===== src/rtl/clock_pkg.sv =====
// Shared constants and FSM encoding for the UTC correction path.
package clock_pkg;

    localparam int RST_HOUR_2 = 1;
    localparam int RST_HOUR_1 = 2;

    localparam int SEC_MAX    = 59;
    localparam int MIN_MAX    = 59;
    localparam int HOUR24_MAX = 23;

    typedef enum logic [2:0] {
        IDLE,
        CONV,
        INC,
        ZONE,
        WRITE
    } state_t;

endpackage


===== src/rtl/bin_to_bcd60.sv =====
// Combinational 0..59 binary to tens/ones BCD pair.
module bin_to_bcd60 (
    input  logic [5:0] bin,
    output logic [2:0] tens,
    output logic [3:0] ones
);

    always_comb begin
        tens = 3'd0;
        ones = 4'(bin);
        if (bin >= 6'd50) begin
            tens = 3'd5;
            ones = 4'(bin - 6'd50);
        end else if (bin >= 6'd40) begin
            tens = 3'd4;
            ones = 4'(bin - 6'd40);
        end else if (bin >= 6'd30) begin
            tens = 3'd3;
            ones = 4'(bin - 6'd30);
        end else if (bin >= 6'd20) begin
            tens = 3'd2;
            ones = 4'(bin - 6'd20);
        end else if (bin >= 6'd10) begin
            tens = 3'd1;
            ones = 4'(bin - 6'd10);
        end
    end

endmodule


===== src/rtl/utc_time_correction.sv =====
// Advances parsed UTC BCD time by the PPS lead, applies a timezone offset,
// and presents 12-hour BCD digits for the clock counter to load on PPS.
module utc_time_correction #(
    parameter int TZ_OFFSET   = -5,
    parameter int ADD_SECONDS = 1,
    parameter int STALE_PPS   = 2
) (
    input  logic       clk,
    input  logic       reset,
    input  logic       pps_in,
    input  logic       utc_strobe,
    input  logic [3:0] utc_sec_1,
    input  logic [2:0] utc_sec_2,
    input  logic [3:0] utc_min_1,
    input  logic [2:0] utc_min_2,
    input  logic [3:0] utc_hour_1,
    input  logic [1:0] utc_hour_2,
    output logic [3:0] sec_1_out,
    output logic [2:0] sec_2_out,
    output logic [3:0] min_1_out,
    output logic [2:0] min_2_out,
    output logic [3:0] hour_1_out,
    output logic [1:0] hour_2_out,
    output logic       pm,
    output logic       time_valid,
    output logic       busy,
    output logic       input_error
);
    import clock_pkg::*;

    // Biasing by 24 keeps the zone sum non-negative for any legal offset.
    localparam logic [5:0] ZONE_BIAS = 6'(24 + TZ_OFFSET);

    state_t     state;
    logic [3:0] raw_sec_1, raw_min_1, raw_hour_1;
    logic [2:0] raw_sec_2, raw_min_2;
    logic [1:0] raw_hour_2;
    logic [5:0] sec, min;
    logic [4:0] hour;
    logic [3:0] hour12;
    logic       pm_pend;
    logic [2:0] stale_cnt;

    logic [6:0] sec_bin, min_bin;
    logic [5:0] hour_bin;
    logic       raw_ok;
    logic [5:0] zone_sum, h24;
    logic [2:0] sec_tens, min_tens, hour_tens;
    logic [3:0] sec_ones, min_ones, hour_ones;

    assign busy = (state != IDLE);

    always_comb begin
        sec_bin  = 7'(raw_sec_2) * 7'd10 + 7'(raw_sec_1);
        min_bin  = 7'(raw_min_2) * 7'd10 + 7'(raw_min_1);
        hour_bin = 6'(raw_hour_2) * 6'd10 + 6'(raw_hour_1);
        raw_ok   = (raw_sec_1 <= 4'd9) && (raw_min_1 <= 4'd9) && (raw_hour_1 <= 4'd9)
                && (raw_sec_2 <= 3'd5) && (raw_min_2 <= 3'd5)
                && (hour_bin <= 6'(HOUR24_MAX));
        zone_sum = 6'(hour) + ZONE_BIAS;
        if (zone_sum >= 6'd48)
            h24 = zone_sum - 6'd48;
        else if (zone_sum >= 6'd24)
            h24 = zone_sum - 6'd24;
        else
            h24 = zone_sum;
    end

    bin_to_bcd60 u_sec_bcd  (.bin(sec),              .tens(sec_tens),  .ones(sec_ones));
    bin_to_bcd60 u_min_bcd  (.bin(min),              .tens(min_tens),  .ones(min_ones));
    bin_to_bcd60 u_hour_bcd (.bin({2'b00, hour12}),  .tens(hour_tens), .ones(hour_ones));

    always_ff @(posedge clk) begin
        if (!reset) begin
            state       <= IDLE;
            sec_1_out   <= 4'd0;
            sec_2_out   <= 3'd0;
            min_1_out   <= 4'd0;
            min_2_out   <= 3'd0;
            hour_1_out  <= 4'(RST_HOUR_1);
            hour_2_out  <= 2'(RST_HOUR_2);
            pm          <= 1'b0;
            time_valid  <= 1'b0;
            input_error <= 1'b0;
            stale_cnt   <= 3'd0;
            raw_sec_1   <= 4'd0;
            raw_sec_2   <= 3'd0;
            raw_min_1   <= 4'd0;
            raw_min_2   <= 3'd0;
            raw_hour_1  <= 4'd0;
            raw_hour_2  <= 2'd0;
            sec         <= 6'd0;
            min         <= 6'd0;
            hour        <= 5'd0;
            hour12      <= 4'd12;
            pm_pend     <= 1'b0;
        end else begin
            input_error <= 1'b0;
            // A WRITE in the same cycle as pps_in takes priority below.
            if (pps_in && time_valid && state != WRITE) begin
                if (stale_cnt != 3'(STALE_PPS))
                    stale_cnt <= stale_cnt + 3'd1;
                if (stale_cnt + 3'd1 >= 3'(STALE_PPS))
                    time_valid <= 1'b0;
            end
            case (state)
                IDLE: begin
                    if (utc_strobe) begin
                        raw_sec_1  <= utc_sec_1;
                        raw_sec_2  <= utc_sec_2;
                        raw_min_1  <= utc_min_1;
                        raw_min_2  <= utc_min_2;
                        raw_hour_1 <= utc_hour_1;
                        raw_hour_2 <= utc_hour_2;
                        state      <= CONV;
                    end
                end
                CONV: begin
                    if (raw_ok) begin
                        sec   <= 6'(sec_bin);
                        min   <= 6'(min_bin);
                        hour  <= 5'(hour_bin);
                        state <= INC;
                    end else begin
                        input_error <= 1'b1;
                        state       <= IDLE;
                    end
                end
                INC: begin
                    if (ADD_SECONDS != 0) begin
                        if (sec == 6'(SEC_MAX)) begin
                            sec <= 6'd0;
                            if (min == 6'(MIN_MAX)) begin
                                min  <= 6'd0;
                                hour <= (hour == 5'(HOUR24_MAX)) ? 5'd0 : hour + 5'd1;
                            end else begin
                                min <= min + 6'd1;
                            end
                        end else begin
                            sec <= sec + 6'd1;
                        end
                    end
                    state <= ZONE;
                end
                ZONE: begin
                    if (h24 == 6'd0)
                        hour12 <= 4'd12;
                    else if (h24 > 6'd12)
                        hour12 <= 4'(h24 - 6'd12);
                    else
                        hour12 <= 4'(h24);
                    pm_pend <= (h24 >= 6'd12);
                    state   <= WRITE;
                end
                WRITE: begin
                    sec_1_out  <= sec_ones;
                    sec_2_out  <= sec_tens;
                    min_1_out  <= min_ones;
                    min_2_out  <= min_tens;
                    hour_1_out <= hour_ones;
                    hour_2_out <= 2'(hour_tens);
                    pm         <= pm_pend;
                    time_valid <= 1'b1;
                    stale_cnt  <= 3'd0;
                    state      <= IDLE;
                end
                default: state <= IDLE;
            endcase
        end
    end

endmodule


===== config.mk =====
export PLATFORM = sky130hd
export DESIGN_NAME = utc_time_correction
export DESIGN_NICKNAME = d
export VERILOG_FILES = /design/src/rtl/clock_pkg.sv /design/src/rtl/bin_to_bcd60.sv /design/src/rtl/utc_time_correction.sv
export SDC_FILE = /design/constraint.sdc
export NUM_CORES = 1
export LEC_CHECK = 0
export CORE_MARGIN = 5
export CORE_UTILIZATION = 40
export DETAILED_ROUTE_END_ITERATION = 6
export GPL_TIMING_DRIVEN = 0
export RECOVER_POWER = 25
export SKIP_LAST_GASP = 1
export SYNTH_ARGS = -nofsm -noshare
export SYNTH_HDL_FRONTEND = slang
export SYNTH_SLANG_ARGS = --single-unit

===== constraint.sdc =====
create_clock -name clk -period 4.1 [get_ports clk]
set_clock_uncertainty 0.2 [all_clocks]
set_input_delay 1.23 -clock clk [delete_from_list [all_inputs] [get_ports clk]]
set_output_delay 1.23 -clock clk [all_outputs]
set_load 0.005 [all_outputs]

# Yosys cells after proc, flatten, opt, wreduce, memory -nomap -nowiden
# Cells that the tools add are included.
[op_classes] add_sub_neg=26 mul=3 n_lt_le_gt_ge=26 eq_ne=13 mux=53 n_bitwise=1 n_reduce_logical=21
[op_table] operator="$mux W4" count=17
[op_table] operator="$mux W6" count=7
[op_table] operator="$sub A4 B4 Y4 const B" count=10
[op_table] operator="$ge A6 B5 Y1 const B" count=5
[op_table] operator="$ge A6 B6 Y1 const B" count=5
[op_table] operator="$mux W3" count=9
[op_table] operator="$pmux W6 S2" count=2
[op_table] operator="$mux W5" count=4
[op_table] operator="$add A6 B4 Y6" count=3
[op_table] operator="$ge A6 B4 Y1 const B" count=3
[op_table] operator="$sub A4 B3 Y4 const B" count=4
[op_table] operator="$add A6 B1 Y6 const B" count=2
[op_table] operator="$eq A6 B6 Y1 const B" count=2
[op_table] operator="$ge A4 B6 Y1 const B" count=2
[op_table] operator="$le A4 B4 Y1 const B" count=3
[op_table] operator="$pmux W3 S4" count=1
[op_table] operator="$ge A4 B5 Y1 const B" count=2
[op_table] operator="$mul A3 B3 Y5 const B" count=2
[op_table] operator="$mux W2" count=5
[op_table] operator="$pmux W5 S2" count=1
[op_table] operator="$reduce_and A2 Y1" count=5
[op_table] operator="$ne A2 B2 Y1 const B" count=4
[op_table] operator="$sub A4 B2 Y4 const B" count=2
[op_table] operator="$logic_and A1 B1 Y1" count=7
[op_table] operator="other kinds (26)" count=36
[totals] reg_bits=71 out_inout_bits=24

# Depth between registers and ports, before layout
# Gate-level depths: netlist of run 1.
[logic_depth] depth_word=8 mapped_depth=14

# Modules after synthesis
# Synthesis of run 1 repeated with hierarchy kept, for this count alone.
[hier_totals] hier_cells=662 hier_area_um2=5127.4
[by_module_without_submodules] module="utc_time_correction" n_inst=1 cells_per_inst=488 area_per_inst_um2=3802.4 seq_area_each_um2=1421.4
[by_module_without_submodules] module="bin_to_bcd60" n_inst=3 cells_per_inst=58 area_per_inst_um2=441.7 seq_area_each_um2=0.0

# Worst setup path before layout of run 1
# No wires, ideal clock.
[synth_path] kind="register -> register" from="register hour[0]" to="register hour12[2]" arrival_time_ps=2771 required_time_ps=3780 path_slack_ps=1009 path_stages_with_launch=15 path_buffers=0 path_cell_list="dfxtp_1 > inv_1 > ha_1 > nand3b_1 > xnor2_1 > ha_1 > o221ai_1 > and3_1 > nor2_1 > xnor2_1 > ha_1 > inv_1 > o22ai_1 > xnor2_1 > a211o_1"
[synth_via] elab_chain_cells=7
[synth_lines] element="from (decl)" line_no="utc_time_correction.sv:39" source="logic [4:0] hour;"
[synth_lines] element="from (signal assigned)" line_no="utc_time_correction.sv:122" source="hour <= 5'(hour_bin);"
[synth_lines] element="from (signal assigned)" line_no="utc_time_correction.sv:135" source="hour <= (hour == 5'(HOUR24_MAX)) ? 5'd0 : hour + 5'd1;"
[synth_lines] element="$add A5 B5 Y6 (*)" line_no="utc_time_correction.sv:60" source="zone_sum = 6'(hour) + ZONE_BIAS;"
[synth_lines] element="$sub A6 B5 Y6 / $ge A6 B5 Y1 (equally long branches)" line_no="utc_time_correction.sv:64, utc_time_correction.sv:63"
[synth_lines] element="$mux W6" line_no="utc_time_correction.sv:63" source="else if (zone_sum >= 6'd24)"
[synth_lines] element="$mux W6 (*)" line_no="utc_time_correction.sv:61" source="if (zone_sum >= 6'd48)"
[synth_lines] element="$gt A6 B4 Y1 / $sub A4 B4 Y4 (equally long branches)" line_no="utc_time_correction.sv:148, utc_time_correction.sv:149"
[synth_lines] element="$mux W4" line_no="utc_time_correction.sv:148" source="else if (h24 > 6'd12)"
[synth_lines] element="$mux W4 (*)" line_no="utc_time_correction.sv:146" source="if (h24 == 6'd0)"
[synth_lines] element="to (signal assigned)" line_no="utc_time_correction.sv:149" source="hour12 <= 4'(h24 - 6'd12);"
[synth_lines] element="to (signal assigned)" line_no="utc_time_correction.sv:151" source="hour12 <= 4'(h24);"
[synth_lines] element="to (decl)" line_no="utc_time_correction.sv:40" source="logic [3:0] hour12;"
# Every way passes the cells marked *; elsewhere a longest branch is shown, timed or not.
# A chain may end at the register's enable or synchronous reset.

# Worst setup path in the final report of run 1
# Same ends and word-level chain as after synthesis.

==> results.cfg, run 1 <==
[worst_setup_path]
endpoint_kind = register
worst_path_max_delay_cell = dfxtp_1
critPathKind = reg2reg
worstPathMaxFanout = 9
required_ns = 4.13
crit_start = hour[0]
worstRegToRegCells = 14
path_cells = inv_1, ha_1, nand3b_1, xnor2_1, ha_1, o221ai_1, and3_1, nor2_1, xnor2_1, ha_1, inv_1, o22ai_1, xnor2_1, a211o_1
r2r-end = hour12[2]
critPathArrivalTime_ns = 3.48
cpPeakStageDelay_ns = 0.50
critPathCapture = hour12[2]
reg2reg_slack_ns = 0.64
r2r-start = hour[0]
startpoint_type = register

[synth]
synth-seq-cells = 70
syn_area_per_cell_sq_um = 7.94
synth_cell_types = 66
syn-num-nets = 663
yosys_warnings = 0
async_reset_ff_share_pct = 0
synth-main-ff-cell = dfxtp_1
syn-instance-count = 587
mappedNetlistArea_sq_mm = 0.00466
synth_seq_area_share_pct = 30.1
synth_edf_count = 0

[floorplan]
die_x_um = 118
initial_core_util_pct = 40.8
die_y_um = 118
rows = 39
dieArea_sq_mm = 0.0139
core_sq_mm = 0.0114
io_pins = 48

[finish]
drive_above_1_share_pct = 5.40
antenna-diode-count = 0
fin_util_pct = 48.5
fin_cells = 791
area_growth_syn_to_layout_pct = 18.9
layout_commonest_cell = nand2_1
nets = 720
final_cell_mix = nand2_1 (102), dfxtp_1 (70), a21oi_1 (57), ha_1 (49)

[power_and_ir_drop]
vdd_drop_max_mv = 0.200
seq_power_share_pct = 41.8
power_density_mw_per_mm2 = 324
power_mw = 1.80
switching_share_pct = 29.5
p_leak_nw = 2.19
clkPwrFrac_pct = 38.6
p_sw_uw = 529
p_int_mw = 1.27
combPwrFrac_pct = 19.6

[run_status]
outcome = finished, final reports clean

[global_routing]
met1_usage_pct = 23.6
grt_pass1_vias = 4127
use_met3_pct = 3.41
overflow = 0
grt_start_max_net_pins = 12
antenna_found_initial = 0
grtUsageMet2_pct = 28.5
grt_pass1_wl_mm = 20.7
grt_busiest_layer = met2
track_usage_pct = 18.0

[placement]
dp_cells = 776
numPortBuffers = 46
hpwlAfterDp_mm = 9.20
gp_congestion = 0.865

[drt]
viasPerCell = 5.41
wl_mm = 12.1
wire_per_inst_um = 15.3
drc = 0
num_vias = 4276
drt_iter0_drc = 292
dr.pass1.iters = 5
ant_nets = 0

[hold_path]
holdCritPathClass = reg2reg

[run]
drv_cap = 0

[cts]
cts_made_buffers = 9
cts_tree = done
holdBufCountCts = 0
clock_path_buffers = 2
clk_pin_slew_ns = 0.06
cts_max_level = 3
cts_resized = 0
clk_latency_ns = 0.34
cts_sinks = 70
cts_root_buf = clkbuf_16
postCtsSetupRepairBufs = 0

[sta]
rsz0062_at_grt = false
max_clock_freq_mhz = 289
slew_headroom_pct = 52.0
setup_viol = 0
fin_crit_sh_pct = 84.3
holdWs_ns = 0.250
drv_slew = 0
tightest_slew_ns = 0.721
hold_viol = 0
period_needed_ns = 3.46
setup_tns_ns = 0
==> critical path, delay by kind of cell, from the launching register on <==
kind	cells	cell delay, ns
adders and majority gates	3	0.68
AOI/OAI and AO/OA	3	0.65
xor gates and xnor gates	3	0.62
and+or+nand+nor	3	0.54
DFF	1	0.50
buffers and inverters	2	0.15
==> cell usage after synthesis, types with 4 or more instances <==
library cell	n	share of area, %
nand2_1	102	8.2
dfxtp_1	70	30
a21oi_1	57	6.1
ha_1	49	13
inv_1	36	2.9
nor2_1	36	2.9
o21ai_0	30	3.2
clkbuf_1	19	1.5
nand3_1	14	1.5
o211ai_1	12	1.9
xnor2_1	12	2.3
mux2i_1	11	2.4
xor2_1	11	2.1
a211oi_1	9	1.4
buf_2	8	0.86
nand4_1	7	0.94
nor3_1	6	0.64
a31oi_1	5	0.67
o22ai_1	5	0.67
a21o_1	4	0.64
and2_1	4	0.54
nand2b_1	4	0.54
nor2b_1	4	0.54
nor3b_1	4	0.64
or3_1	4	0.54
==> final cells by class <==
| type | count | area [sq um] |
|---|---|---|
| plain buffers | 30 | 125 |
| clock buffers | 13 | 240 |
| clock inverters | 2 | 10.0 |
| fillers | 1174 | 5880 |
| inverters | 36 | 135 |
| multi-input cells | 451 | 2990 |
| flip-flops and latches | 70 | 1400 |
| well taps | 143 | 179 |
| repair buffers | 46 | 460 |
==> metrics by stage <==
stage / cell area (sq um) / setup WS, ns
2_1_floorplan: 4660 / 1.01
3_3_place_gp: 5300 / 0.764
3_5_place_dp: 5300 / 0.670
4_1_cts: 5550 / 0.642
5_1_grt: 5540 / 0.361
6_report: 5540 / 0.645
==> metal layers <==
| metal | vias up | share of wire [%] |
|---|---|---|
| met5 | - | 0 |
| met3 | 20 | 4.2 |
| met2 | 108 | 45 |
| met1 | 1966 | 48 |
| met4 | 0 | 2.7 |
| li1 | 2182 | - |
==> cell families after synthesis <==
family                   after synthesis  synth area share [%]
multiplexers                          11                  2.36
AND/OR/NAND/NOR                      197                  19.1
flip-flops                            70                  30.1
buffers and inverters                 66                  5.61
AO/OA/AOI/OAI                        167                  24.0
other                                  1                0.0805
adder cells (fa/ha/maj)               52                  14.4
XOR/XNOR                              23                  4.32
==> registers in the layout, summed over array words and instances (netlist names) <==
name / cells
stale_cnt: 3
input_error: 1
min_1_out: 4
raw_sec_2: 3
hour_1_out: 4
state: 3
pm: 1
raw_sec_1: 4
min: 6
pm_pend: 1
sec_1_out: 4
hour: 5
min_2_out: 3
sec_2_out: 3
hour12: 4
raw_hour_2: 2
hour_2_out: 1
raw_hour_1: 4
raw_min_1: 4
sec: 6
time_valid: 1
raw_min_2: 3
==> power by group through the flow <==
| stage | registers (mW) | clock network, mW | logic, mW |
|---|---|---|---|
| after floorplan | 0.752 | 0 | 0.254 |
| after global placement | 0.763 | 0 | 0.342 |
| after detailed placement | 0.765 | 0 | 0.350 |
| after CTS | 0.750 | 0.710 | 0.353 |
| after global routing | 0.756 | 0.737 | 0.398 |
| final | 0.750 | 0.694 | 0.352 |
==> worst min-delay path by stage <==
stage	startpoint	cells after the start	slack (ns)	to
after floorplan	pm_pend	2	0.23	pm
after global placement	hour_1_out[3]	2	0.24	hour_1_out[3]
after detailed placement	min_2_out[2]	2	0.25	min_2_out[2]
after CTS	min_2_out[2]	2	0.26	min_2_out[2]
after global routing	pm	2	0.28	pm
final	pm	2	0.25	pm
Power figures use the tool's default switching activity.
==> inputs of run 2 (changes only) <==
==> constraint.sdc (replaced) <==
create_clock -name clk -period 3 [get_ports clk]
set_clock_uncertainty 0.2 [all_clocks]
set_input_delay 0.9 -clock clk [delete_from_list [all_inputs] [get_ports clk]]
set_output_delay 0.9 -clock clk [all_outputs]
set_load 0.005 [all_outputs]
==> results.cfg, run 2 (synthesis gave the netlist of run 1 again) <==
[run_status]
outcome = finished, final reports clean

[drt]
drc = 0
wl_mm = 12.4
ant_nets = 0
viasPerCell = 5.33
wire_per_inst_um = 15.6
drt_iter0_drc = 249
dr.pass1.iters = 4
num_vias = 4245

[global_routing]
grt_pass1_vias = 4165
track_usage_pct = 17.9
grt_pass1_wl_mm = 20.6
grt_start_max_net_pins = 12
antenna_found_initial = 0
overflow = 0

[worst_setup_path]
endpoint_kind = register
critPathArrivalTime_ns = 2.92
worstPathMaxFanout = 3
required_ns = 3.02
startpoint_type = register
critPathKind = reg2reg

[sta]
tightest_slew_ns = 0.708
fin_crit_sh_pct = 96.5
setup_slack_ns = 0.104
period_needed_ns = 2.90
max_clock_freq_mhz = 345
rsz0062_at_grt = true
drv_slew = 0
slew_headroom_pct = 52.8
setup_viol = 0
setup_tns_ns = 0
hold_viol = 0

[floorplan]
die_y_um = 118
rows = 39
core_sq_mm = 0.0114
initial_core_util_pct = 40.8
die_x_um = 118
dieArea_sq_mm = 0.0139
io_pins = 48

[cts]
holdBufCountCts = 0
cts_tree = done
cts_made_buffers = 9
clk_latency_ns = 0.33
cts_root_buf = clkbuf_16
clk_pin_slew_ns = 0.05
clock_path_buffers = 2
cts_sinks = 70
cts_max_level = 3

[placement]
hpwlAfterDp_mm = 9.27
placedInstanceArea_sq_mm = 0.00531
dp_cells = 776
gp_congestion = 0.846
preCtsSetupSlack_ns = -0.367
numPortBuffers = 46

[finish]
fill_cells = 1152
fin_area_sq_mm = 0.00573
reg.largest.list = min (6), sec (6), hour (5)
layout_commonest_cell = nand2_1
nets = 726
fin_cells = 796
multi_input_area_sq_mm = 0.00310
drive_above_1_share_pct = 9.19
final_cell_mix = nand2_1 (102), dfxtp_1 (68), a21oi_1 (57), ha_1 (46), nor2_1 (35)
antenna-diode-count = 0
regArea_sq_mm = 0.00141
area_growth_syn_to_layout_pct = 22.9

[power_and_ir_drop]
vdd_drop_max_mv = 0.305
power_density_mw_per_mm2 = 443
power_mw = 2.54
p_leak_nw = 2.27

[hold_path]
holdCritPathClass = reg2reg

[run]
drv_cap = 0
[run 2: worst paths after layout]
kind,endpoint,slack [ns],cells past startpoint,start
setup / recovery,hour12[2],0.10,14,hour[1]
hold / removal,hour_1_out[3],0.25,2,hour_1_out[3]
setup reg to reg,hour12[2],0.10,14,hour[1]
hold reg to reg,hour_1_out[3],0.25,2,hour_1_out[3]
[run 2: power by group]
group | switching, mW | internal, mW | total, mW | leakage [nW]
registers | 0.0509 | 0.971 | 1.02 | 0.570
logic | 0.292 | 0.225 | 0.517 | 1.56
clock network | 0.380 | 0.617 | 0.997 | 0.138
total | 0.723 | 1.81 | 2.54 | 2.27
[run 2: stage by stage]
step / hold WS (ns) / util, %
floorplan: 0.229 / -
global placement: 0.243 / 46.5
detailed placement: 0.251 / 46.5
CTS: 0.258 / 49.5
global route: 0.275 / 50.2
finish: 0.251 / 50.2
[run 2: area by class of cell]
cell class                      count  area share, %
Buffer                             30           2.21
Clock buffer                       13           4.72
Clock inverter                      1         0.0874
Inverter                           36           2.36
Multi-Input combinational cell    451           54.1
Sequential cell                    70           24.6
Tap cell                          143           3.12
Timing Repair Buffer               52           8.82
[run 2: critical path, stage by stage, from the launching register on]
cell and delay, ns:
dfxtp_4 0.34, inv_2 0.05, ha_4 0.15, nand3b_1 0.20, xnor2_2 0.18, ha_2 0.21, o221ai_2 0.16, and3_4 0.24
nor2_4 0.04, xnor2_2 0.18, ha_2 0.20, inv_2 0.05, o22ai_4 0.19, xnor2_1 0.09, a211o_1 0.29
[run 2: what timing repair did]
| item | 4_1_cts | 5_1_grt |
|---|---|---|
| resized for setup | 9 | 14 |
| pin swaps | 5 | 8 |
| buffers inserted | 5 | 1 |
| endpoints found under the setup margin | 3 | 11 |
[run 2: routing by layer]
metal / part of all wire, % / up-vias / global-route usage, %
li1: - / 2196 / -
met1: 47 / 1935 / 23.3
met2: 46 / 103 / 29.1
met3: 5.3 / 11 / 4.13
met4: 1.2 / 0 / 5.88
met5: 0 / - / 0
